`src/rtl/axis_header_prepend_v2_if.sv`:
```
// AXI-Stream bundle used on both sides of the header inserter.
interface axis_header_prepend_v2_if #(
    parameter int DATA_WIDTH = 512,
    parameter int USER_WIDTH = 2
);
    localparam int KEEP_WIDTH = DATA_WIDTH / 8;

    logic                  tvalid;
    logic [DATA_WIDTH-1:0] tdata;
    logic [KEEP_WIDTH-1:0] tkeep;
    logic                  tlast;
    logic [USER_WIDTH-1:0] tuser;
    logic                  tready;

    modport master (output tvalid, tdata, tkeep, tlast, tuser, input tready);
    modport slave  (input tvalid, tdata, tkeep, tlast, tuser, output tready);
endinterface

```
`src/rtl/axis_header_prepend_v2.sv`:
```
// Prepends a HDR_BYTES-byte header to every AXI-Stream packet with full backpressure.
// Define HDR_PREPEND_STATS_EN to enable the pkt_count/byte_count statistics counters.
module axis_header_prepend_v2 #(
    parameter int DATA_WIDTH = 512,
    parameter int HDR_BYTES  = 14,
    parameter int USER_WIDTH = 2
) (
    input  logic                   s00_axis_aclk,
    input  logic                   s00_axis_areset,
    input  logic                   hdr_valid,
    input  logic [8*HDR_BYTES-1:0] hdr_data,
    output logic                   hdr_ready,
    axis_header_prepend_v2_if.slave  s00_axis,
    axis_header_prepend_v2_if.master m00_axis,
    output logic [31:0]            pkt_count,
    output logic [47:0]            byte_count
);
    localparam int KEEP_WIDTH = DATA_WIDTH / 8;
    localparam int HDR_W      = 8 * HDR_BYTES;
    localparam int PAY_BYTES  = KEEP_WIDTH - HDR_BYTES;
    localparam int PAY_W      = DATA_WIDTH - HDR_W;
    localparam int CNT_W      = $clog2(KEEP_WIDTH + 1);
    localparam logic [KEEP_WIDTH-1:0] HDR_KEEP = {{PAY_BYTES{1'b0}}, {HDR_BYTES{1'b1}}};

    typedef enum logic [1:0] {IDLE, STREAM, TAIL} state_t;

    function automatic logic [CNT_W-1:0] popcnt(input logic [KEEP_WIDTH-1:0] k);
        logic [CNT_W-1:0] c;
        c = '0;
        for (int i = 0; i < KEEP_WIDTH; i++) c = c + CNT_W'(k[i]);
        return c;
    endfunction

    // Zero every byte lane whose keep bit is clear.
    function automatic logic [DATA_WIDTH-1:0] mask_bytes(input logic [DATA_WIDTH-1:0] d,
                                                         input logic [KEEP_WIDTH-1:0] k);
        logic [DATA_WIDTH-1:0] r;
        r = '0;
        for (int i = 0; i < KEEP_WIDTH; i++)
            if (k[i]) r[8*i +: 8] = d[8*i +: 8];
        return r;
    endfunction

    state_t                state;
    logic                  vld_p1;
    logic [DATA_WIDTH-1:0] data_p1;
    logic [KEEP_WIDTH-1:0] keep_p1;
    logic                  last_p1;
    logic [USER_WIDTH-1:0] user_p1;
    logic [HDR_W-1:0]      carry_p1;
    logic [KEEP_WIDTH-1:0] tail_keep_p1;
    logic [USER_WIDTH-1:0] tail_user_p1;

    logic                  out_free;
    logic                  s_ready;
    logic                  accept;
    logic                  in_fits;
    logic [HDR_W-1:0]      carry_sel;
    logic [DATA_WIDTH-1:0] beat_data;
    logic [KEEP_WIDTH-1:0] fit_keep;

    // Stage 0: input acceptance and beat assembly
    always_comb begin
        out_free = !vld_p1 || m00_axis.tready;
        s_ready  = 1'b0;
        unique case (state)
            IDLE:    s_ready = out_free && hdr_valid;
            STREAM:  s_ready = out_free;
            default: s_ready = 1'b0;
        endcase
        if (s00_axis_areset) s_ready = 1'b0;
        accept    = s00_axis.tvalid && s_ready;
        hdr_ready = accept && (state == IDLE);
        carry_sel = (state == IDLE) ? hdr_data : carry_p1;
        beat_data = {s00_axis.tdata[PAY_W-1:0], carry_sel};
        in_fits   = popcnt(s00_axis.tkeep) <= CNT_W'(PAY_BYTES);
        fit_keep  = (s00_axis.tkeep << HDR_BYTES) | HDR_KEEP;
    end

    assign s00_axis.tready = s_ready;

    // Stage 1: output register and framing FSM
    always_ff @(posedge s00_axis_aclk) begin
        if (s00_axis_areset) begin
            state        <= IDLE;
            vld_p1       <= 1'b0;
            data_p1      <= '0;
            keep_p1      <= '0;
            last_p1      <= 1'b0;
            user_p1      <= '0;
            carry_p1     <= '0;
            tail_keep_p1 <= '0;
            tail_user_p1 <= '0;
        end else if (out_free) begin
            vld_p1 <= 1'b0;
            if (state == TAIL) begin
                vld_p1  <= 1'b1;
                data_p1 <= mask_bytes({{PAY_W{1'b0}}, carry_p1}, tail_keep_p1);
                keep_p1 <= tail_keep_p1;
                last_p1 <= 1'b1;
                user_p1 <= tail_user_p1;
                state   <= IDLE;
            end else if (accept) begin
                vld_p1   <= 1'b1;
                user_p1  <= s00_axis.tuser;
                carry_p1 <= s00_axis.tdata[DATA_WIDTH-1 -: HDR_W];
                if (!s00_axis.tlast) begin
                    data_p1 <= beat_data;
                    keep_p1 <= '1;
                    last_p1 <= 1'b0;
                    state   <= STREAM;
                end else if (in_fits) begin
                    data_p1 <= mask_bytes(beat_data, fit_keep);
                    keep_p1 <= fit_keep;
                    last_p1 <= 1'b1;
                    state   <= IDLE;
                end else begin
                    // Last beat overflows: emit it full and flush the carried bytes next.
                    data_p1      <= beat_data;
                    keep_p1      <= '1;
                    last_p1      <= 1'b0;
                    tail_keep_p1 <= s00_axis.tkeep >> PAY_BYTES;
                    tail_user_p1 <= s00_axis.tuser;
                    state        <= TAIL;
                end
            end
        end
    end

    assign m00_axis.tvalid = vld_p1;
    assign m00_axis.tdata  = data_p1;
    assign m00_axis.tkeep  = keep_p1;
    assign m00_axis.tlast  = last_p1;
    assign m00_axis.tuser  = user_p1;

`ifdef HDR_PREPEND_STATS_EN
    always_ff @(posedge s00_axis_aclk) begin
        if (s00_axis_areset) begin
            pkt_count  <= '0;
            byte_count <= '0;
        end else if (vld_p1 && m00_axis.tready) begin
            byte_count <= byte_count + 48'(popcnt(keep_p1));
            if (last_p1) pkt_count <= pkt_count + 32'd1;
        end
    end
`else
    assign pkt_count  = '0;
    assign byte_count = '0;
`endif

endmodule

```
`src/flat_wrapper.sv`:
```
// flat-port wrapper written by rule: the top's interface ports become plain ports
module axis_header_prepend_v2_flat 
#(
    parameter int DATA_WIDTH = 512,
    parameter int HDR_BYTES  = 14,
    parameter int USER_WIDTH = 2
)
  (s00_axis_aclk, s00_axis_areset, hdr_valid, hdr_data, hdr_ready, pkt_count, byte_count, s00_axis_tvalid, s00_axis_tdata, s00_axis_tkeep, s00_axis_tlast, s00_axis_tuser, s00_axis_tready, m00_axis_tvalid, m00_axis_tdata, m00_axis_tkeep, m00_axis_tlast, m00_axis_tuser, m00_axis_tready);
  axis_header_prepend_v2_if #(.DATA_WIDTH(DATA_WIDTH), .USER_WIDTH(USER_WIDTH)) s00_axis_i ();
  axis_header_prepend_v2_if #(.DATA_WIDTH(DATA_WIDTH), .USER_WIDTH(USER_WIDTH)) m00_axis_i ();
  input  logic s00_axis_aclk;
  input  logic s00_axis_areset;
  input  logic hdr_valid;
  input  logic [8*HDR_BYTES-1:0] hdr_data;
  output logic hdr_ready;
  output logic [31:0] pkt_count;
  output logic [47:0] byte_count;
  input wire logic [$bits(s00_axis_i.tvalid)-1:0] s00_axis_tvalid;
  input wire logic [$bits(s00_axis_i.tdata)-1:0] s00_axis_tdata;
  input wire logic [$bits(s00_axis_i.tkeep)-1:0] s00_axis_tkeep;
  input wire logic [$bits(s00_axis_i.tlast)-1:0] s00_axis_tlast;
  input wire logic [$bits(s00_axis_i.tuser)-1:0] s00_axis_tuser;
  output wire logic [$bits(s00_axis_i.tready)-1:0] s00_axis_tready;
  output wire logic [$bits(m00_axis_i.tvalid)-1:0] m00_axis_tvalid;
  output wire logic [$bits(m00_axis_i.tdata)-1:0] m00_axis_tdata;
  output wire logic [$bits(m00_axis_i.tkeep)-1:0] m00_axis_tkeep;
  output wire logic [$bits(m00_axis_i.tlast)-1:0] m00_axis_tlast;
  output wire logic [$bits(m00_axis_i.tuser)-1:0] m00_axis_tuser;
  input wire logic [$bits(m00_axis_i.tready)-1:0] m00_axis_tready;
  assign s00_axis_i.tvalid = s00_axis_tvalid;
  assign s00_axis_i.tdata = s00_axis_tdata;
  assign s00_axis_i.tkeep = s00_axis_tkeep;
  assign s00_axis_i.tlast = s00_axis_tlast;
  assign s00_axis_i.tuser = s00_axis_tuser;
  assign s00_axis_tready = s00_axis_i.tready;
  assign m00_axis_tvalid = m00_axis_i.tvalid;
  assign m00_axis_tdata = m00_axis_i.tdata;
  assign m00_axis_tkeep = m00_axis_i.tkeep;
  assign m00_axis_tlast = m00_axis_i.tlast;
  assign m00_axis_tuser = m00_axis_i.tuser;
  assign m00_axis_i.tready = m00_axis_tready;
  axis_header_prepend_v2 #(.DATA_WIDTH(DATA_WIDTH), .HDR_BYTES(HDR_BYTES), .USER_WIDTH(USER_WIDTH)) u_core (.s00_axis_aclk(s00_axis_aclk), .s00_axis_areset(s00_axis_areset), .hdr_valid(hdr_valid), .hdr_data(hdr_data), .hdr_ready(hdr_ready), .s00_axis(s00_axis_i), .m00_axis(m00_axis_i), .pkt_count(pkt_count), .byte_count(byte_count));
endmodule
```
`config.mk`:
```
export PLATFORM = sky130hd
export DESIGN_NAME = axis_header_prepend_v2_flat
export DESIGN_NICKNAME = d
export VERILOG_FILES = /design/src/rtl/axis_header_prepend_v2_if.sv /design/src/rtl/axis_header_prepend_v2.sv /design/src/flat_wrapper.sv
export SDC_FILE = /design/constraint.sdc
export NUM_CORES = 2
export LEC_CHECK = 0
export CORE_AREA = 2 2 536 538
export DETAILED_ROUTE_END_ITERATION = 16
export DIE_AREA = 0 0 538 540
export GPL_ROUTABILITY_DRIVEN = 0
export GPL_TIMING_DRIVEN = 0
export PLACE_DENSITY_LB_ADDON = 0.3
export SETUP_SLACK_MARGIN = 0.5
export SLEW_MARGIN = 20
export SYNTH_ARGS = -nofsm -noshare
export SYNTH_HDL_FRONTEND = slang
export SYNTH_SLANG_ARGS = --single-unit
```
`constraint.sdc`:
```
create_clock -name s00_axis_aclk -period 14.6 [get_ports s00_axis_aclk]
set_clock_uncertainty 0.1 [all_clocks]
set_input_delay 2.19 -clock s00_axis_aclk [delete_from_list [all_inputs] [get_ports s00_axis_aclk]]
set_output_delay 2.19 -clock s00_axis_aclk [all_outputs]
set_load 0.01 [all_outputs]
```
==> key figures <==
Setup path
  – Arrival time at the worst endpoint: 10,680 ps
  – Worst path slowest cell: fa_1
  – Reg2reg path depth: 10
  – CP bufs+invs: 9
  – Required time of the critical path: 15,180 ps
  – Critical Path Source Type: input pin
  – Max FO, Critical Path: 10
  – Crit Path Category: in -> reg
  – CP endpoint kind: register
  – Most used cell, CP: fa_1
  – Stages on the worst setup path: 25
  – FF-to-FF setup slack: 10,170 ps
  – Largest delay share family, worst path: adder cells
  – Max stage delay on crit path: 890 ps

CTS
  – Num CTS Buffers: 92
  – Clk buf depth: 4
  – CTS tree: yes
  – Post-CTS Setup Inserts: 0
  – # H-tree levels: 3
  – CTS clk-pin slew, worst paths: 60 ps
  – Clk_lat worst skew: 760 ps
  – CTS hold repair buffers: 0
  – Clk sinks: 710
  – Root buffer cell: clkbuf_16
  – Post-cts sizing count: 0

Global route
  – Tot GR Track Use: 0.147
  – Initial antenna violation count: 151
  – Largest net degree at the start of global routing: 15
  – Global-route wire length before repair: 280 mm
  – Final global-route overflow total: 0
  – Number of global-route vias before repair: 26,600

Floorplan
  – Placement Rows: 196
  – Ports: 1,358
  – Die ar.: 0.291 sq mm
  – Chip Width: 538 um
  – Core area: 0.284 sq mm
  – Initial Util: 0.0940
  – DIE HEIGHT: 540 um

Drt
  – Residual DRC count: 0
  – DR pass1 iterations: 5
  – Vias/cell: 3.39
  – DR vias: 26,400
  – Initial DRC count: 1,270
  – Final ANT Viol Nets: 0
  – Routed WL: 223 mm
  – Wirelength per Cell: 28.7 um

Yosys
  – Synth Area in Compound Gates: 0.264
  – Synthesized cell area: 0.0267 sq mm
  – Part of the Yosys area used for sequential elements: 0.532
  – Post-synth ARST share: 0
  – FF+latch count, synth: 710
  – Post-Synth Adder-Cell Area: 0.0479
  – Mux cell area share after synthesis: 0.00763
  – Syn. warnings: 0
  – EDFF count, synth: 0
  – Synth Flop Type: dfxtp_1
  – Syn Area/Cell: 10.9 sq um
  – Mapped Cells: 2,460
  – Count of cell types in the netlist: 41
  – Simple-gate portion of the synthesized area: 0.0787
  – Largest family of logic cells by synthesized area: compound AO/OA/AOI/OAI gates
  – XOR/XNOR Fraction of Synth Area: 0.000655

Cells and area
  – Share of cells above drive strength 1: 0.0847
  – Fillers: 31,800
  – Area delta synth->final: 78.2%
  – Fin nets: 4,676
  – Final core utilization: 0.167
  – Final cell count without fillers: 7,773

STA
  – Slew @ Worst Pin: 1110 ps
  – Max-slew violations: 0
  – Final period utilization: 0.692
  – Fmax achieved: 99.0 MHz
  – Slew Limit Headroom: 0.261
  – Fin Hold WS: 348 ps
  – Worst Slack Setup Final: 4500 ps
  – Post-route minimum period: 10,100 ps
  – Accumulated negative setup slack: 0 ps
  – RSZ-0062 raised after global routing: no
  – Final setup fails: 0
  – Hold Vio Cnt, Final: 0

Placement
  – DP HPWL: 195 mm
  – IO Port Bufs: 1,275
  – DP Cell Count: 7,578
  – DP Worst Slack: 3590 ps

Hold path
  – Hold Crit Class: reg -> reg
  – WHS Path Cells: 1

Power
  – Pwr dens: 250 mW/mm^2
  – Max rail drop VDD: 542 uV
  – P_leak: 17.5 nW

Outcome
  – Status: completed

Run
  – Max-Cap Viols: 0
kinds of logic (layout without fill, tap and decap cells):
group                      after synthesis  in the layout
other                                    1            123
DFF                                    710            710
AOI/OAI and AO/OA                      776            776
and+or+nand+nor                        502            502
adders and majority gates               70             70
buffers and inverters                  381           1810
muxes                                   18             18
xor gates and xnor gates                 2              2
Yosys cell counts, drive strengths merged (54+ instances only):
cell,n,share of area
fa,54,0.040
dfxtp,710,0.53
nand2,229,0.032
nor3,114,0.021
a21oi,119,0.022
nor2,136,0.019
a21o,67,0.019
inv,126,0.018
a221oi,126,0.041
clkbuf,106,0.015
a22o,400,0.13
buf,149,0.036
path summary, 6_finish.rpt:
path | startpoint | end
worst max-delay path | s00_axis_tkeep[54] | u_core.m00_axis.tdata[473]
worst min-delay path | u_core.m00_axis.tkeep[33] | u_core.m00_axis.tkeep[33]
worst max register to register | u_core.m00_axis.tvalid | u_core.m00_axis.tkeep[39]
worst min register to register | u_core.m00_axis.tkeep[33] | u_core.m00_axis.tkeep[33]
final cells by class:
| class | count | area [sq um] | share of cell area |
|---|---|---|---|
| Antenna cell | 43 | 108 | 0.00226 |
| Buffer | 255 | 1370 | 0.0288 |
| Clock buffer | 122 | 2590 | 0.0545 |
| Clock inverter | 30 | 360 | 0.00757 |
| Inverter | 126 | 473 | 0.00993 |
| Multi-Input combinational cell | 1448 | 11000 | 0.231 |
| Sequential cell | 710 | 14200 | 0.298 |
| Tap cell | 3762 | 4710 | 0.0988 |
| Timing Repair Buffer | 1277 | 12800 | 0.269 |
metal layers:
layer / GRT usage / up-vias / share of wire
met5: 0 / - / 0.0022
met3: 0.0646 / 332 / 0.12
met4: 0.0442 / 72 / 0.031
met1: 0.161 / 12800 / 0.37
li1: - / 11800 / -
met2: 0.255 / 1385 / 0.48
report_power, final:
group | leakage, nW | internal [mW] | switching [mW] | total, mW
clock | 1.46 | 1.35 | 0.942 | 2.29
combinational | 10.2 | 2.60 | 4.00 | 6.60
sequential | 5.80 | 2.56 | 0.436 | 3.00
total | 17.5 | 6.51 | 5.38 | 11.9
stage by stage:
| stage | power (mW) | area, sq um |
|---|---|---|
| 5_1_grt | 12.7 | 47600 |
| 2_1_floorplan | 6.68 | 27000 |
| 4_1_cts | 12.2 | 47500 |
| 6_report | 11.9 | 47600 |
| 3_3_place_gp | 9.73 | 44500 |
| 3_5_place_dp | 9.79 | 44600 |
cells in the final DEF (no fill, tap or decap), types with 20 or more instances in the layout:
master	n
inv_1	126
nand2_1	229
a221oi_1	126
a21o_1	67
nor3_1	114
diode_2	43
dfxtp_1	710
a21oi_1	119
a22o_1	400
a41oi_4	40
fa_1	54
clkbuf_1	117
buf_4	80
nor2_1	135
clkbuf_16	92
clkdlybuf4s50_1	1275
buf_2	40
buf_1	20
conb_1	80
worst reg2reg max path, delay by kind of cell (launching register included):
kind	cells	cell delay (ps)
flip-flops	1	380
AND/OR/NAND/NOR	4	1700
buffers and inverters	4	1920
AO/OA/AOI/OAI	2	370
flip-flops by register name, summed over array words and instances, names as in the netlist:
| name | cells |
|---|---|
| u_core.tail_keep_p1 | 14 |
| u_core.m00_axis.tlast | 1 |
| u_core.state | 2 |
| u_core.m00_axis.tdata | 512 |
| u_core.carry_p1 | 112 |
| u_core.m00_axis.tuser | 2 |
| u_core.tail_user_p1 | 2 |
| u_core.m00_axis.tkeep | 64 |
| u_core.m00_axis.tvalid | 1 |
No activity file was read; power rests on OpenSTA's default activity.
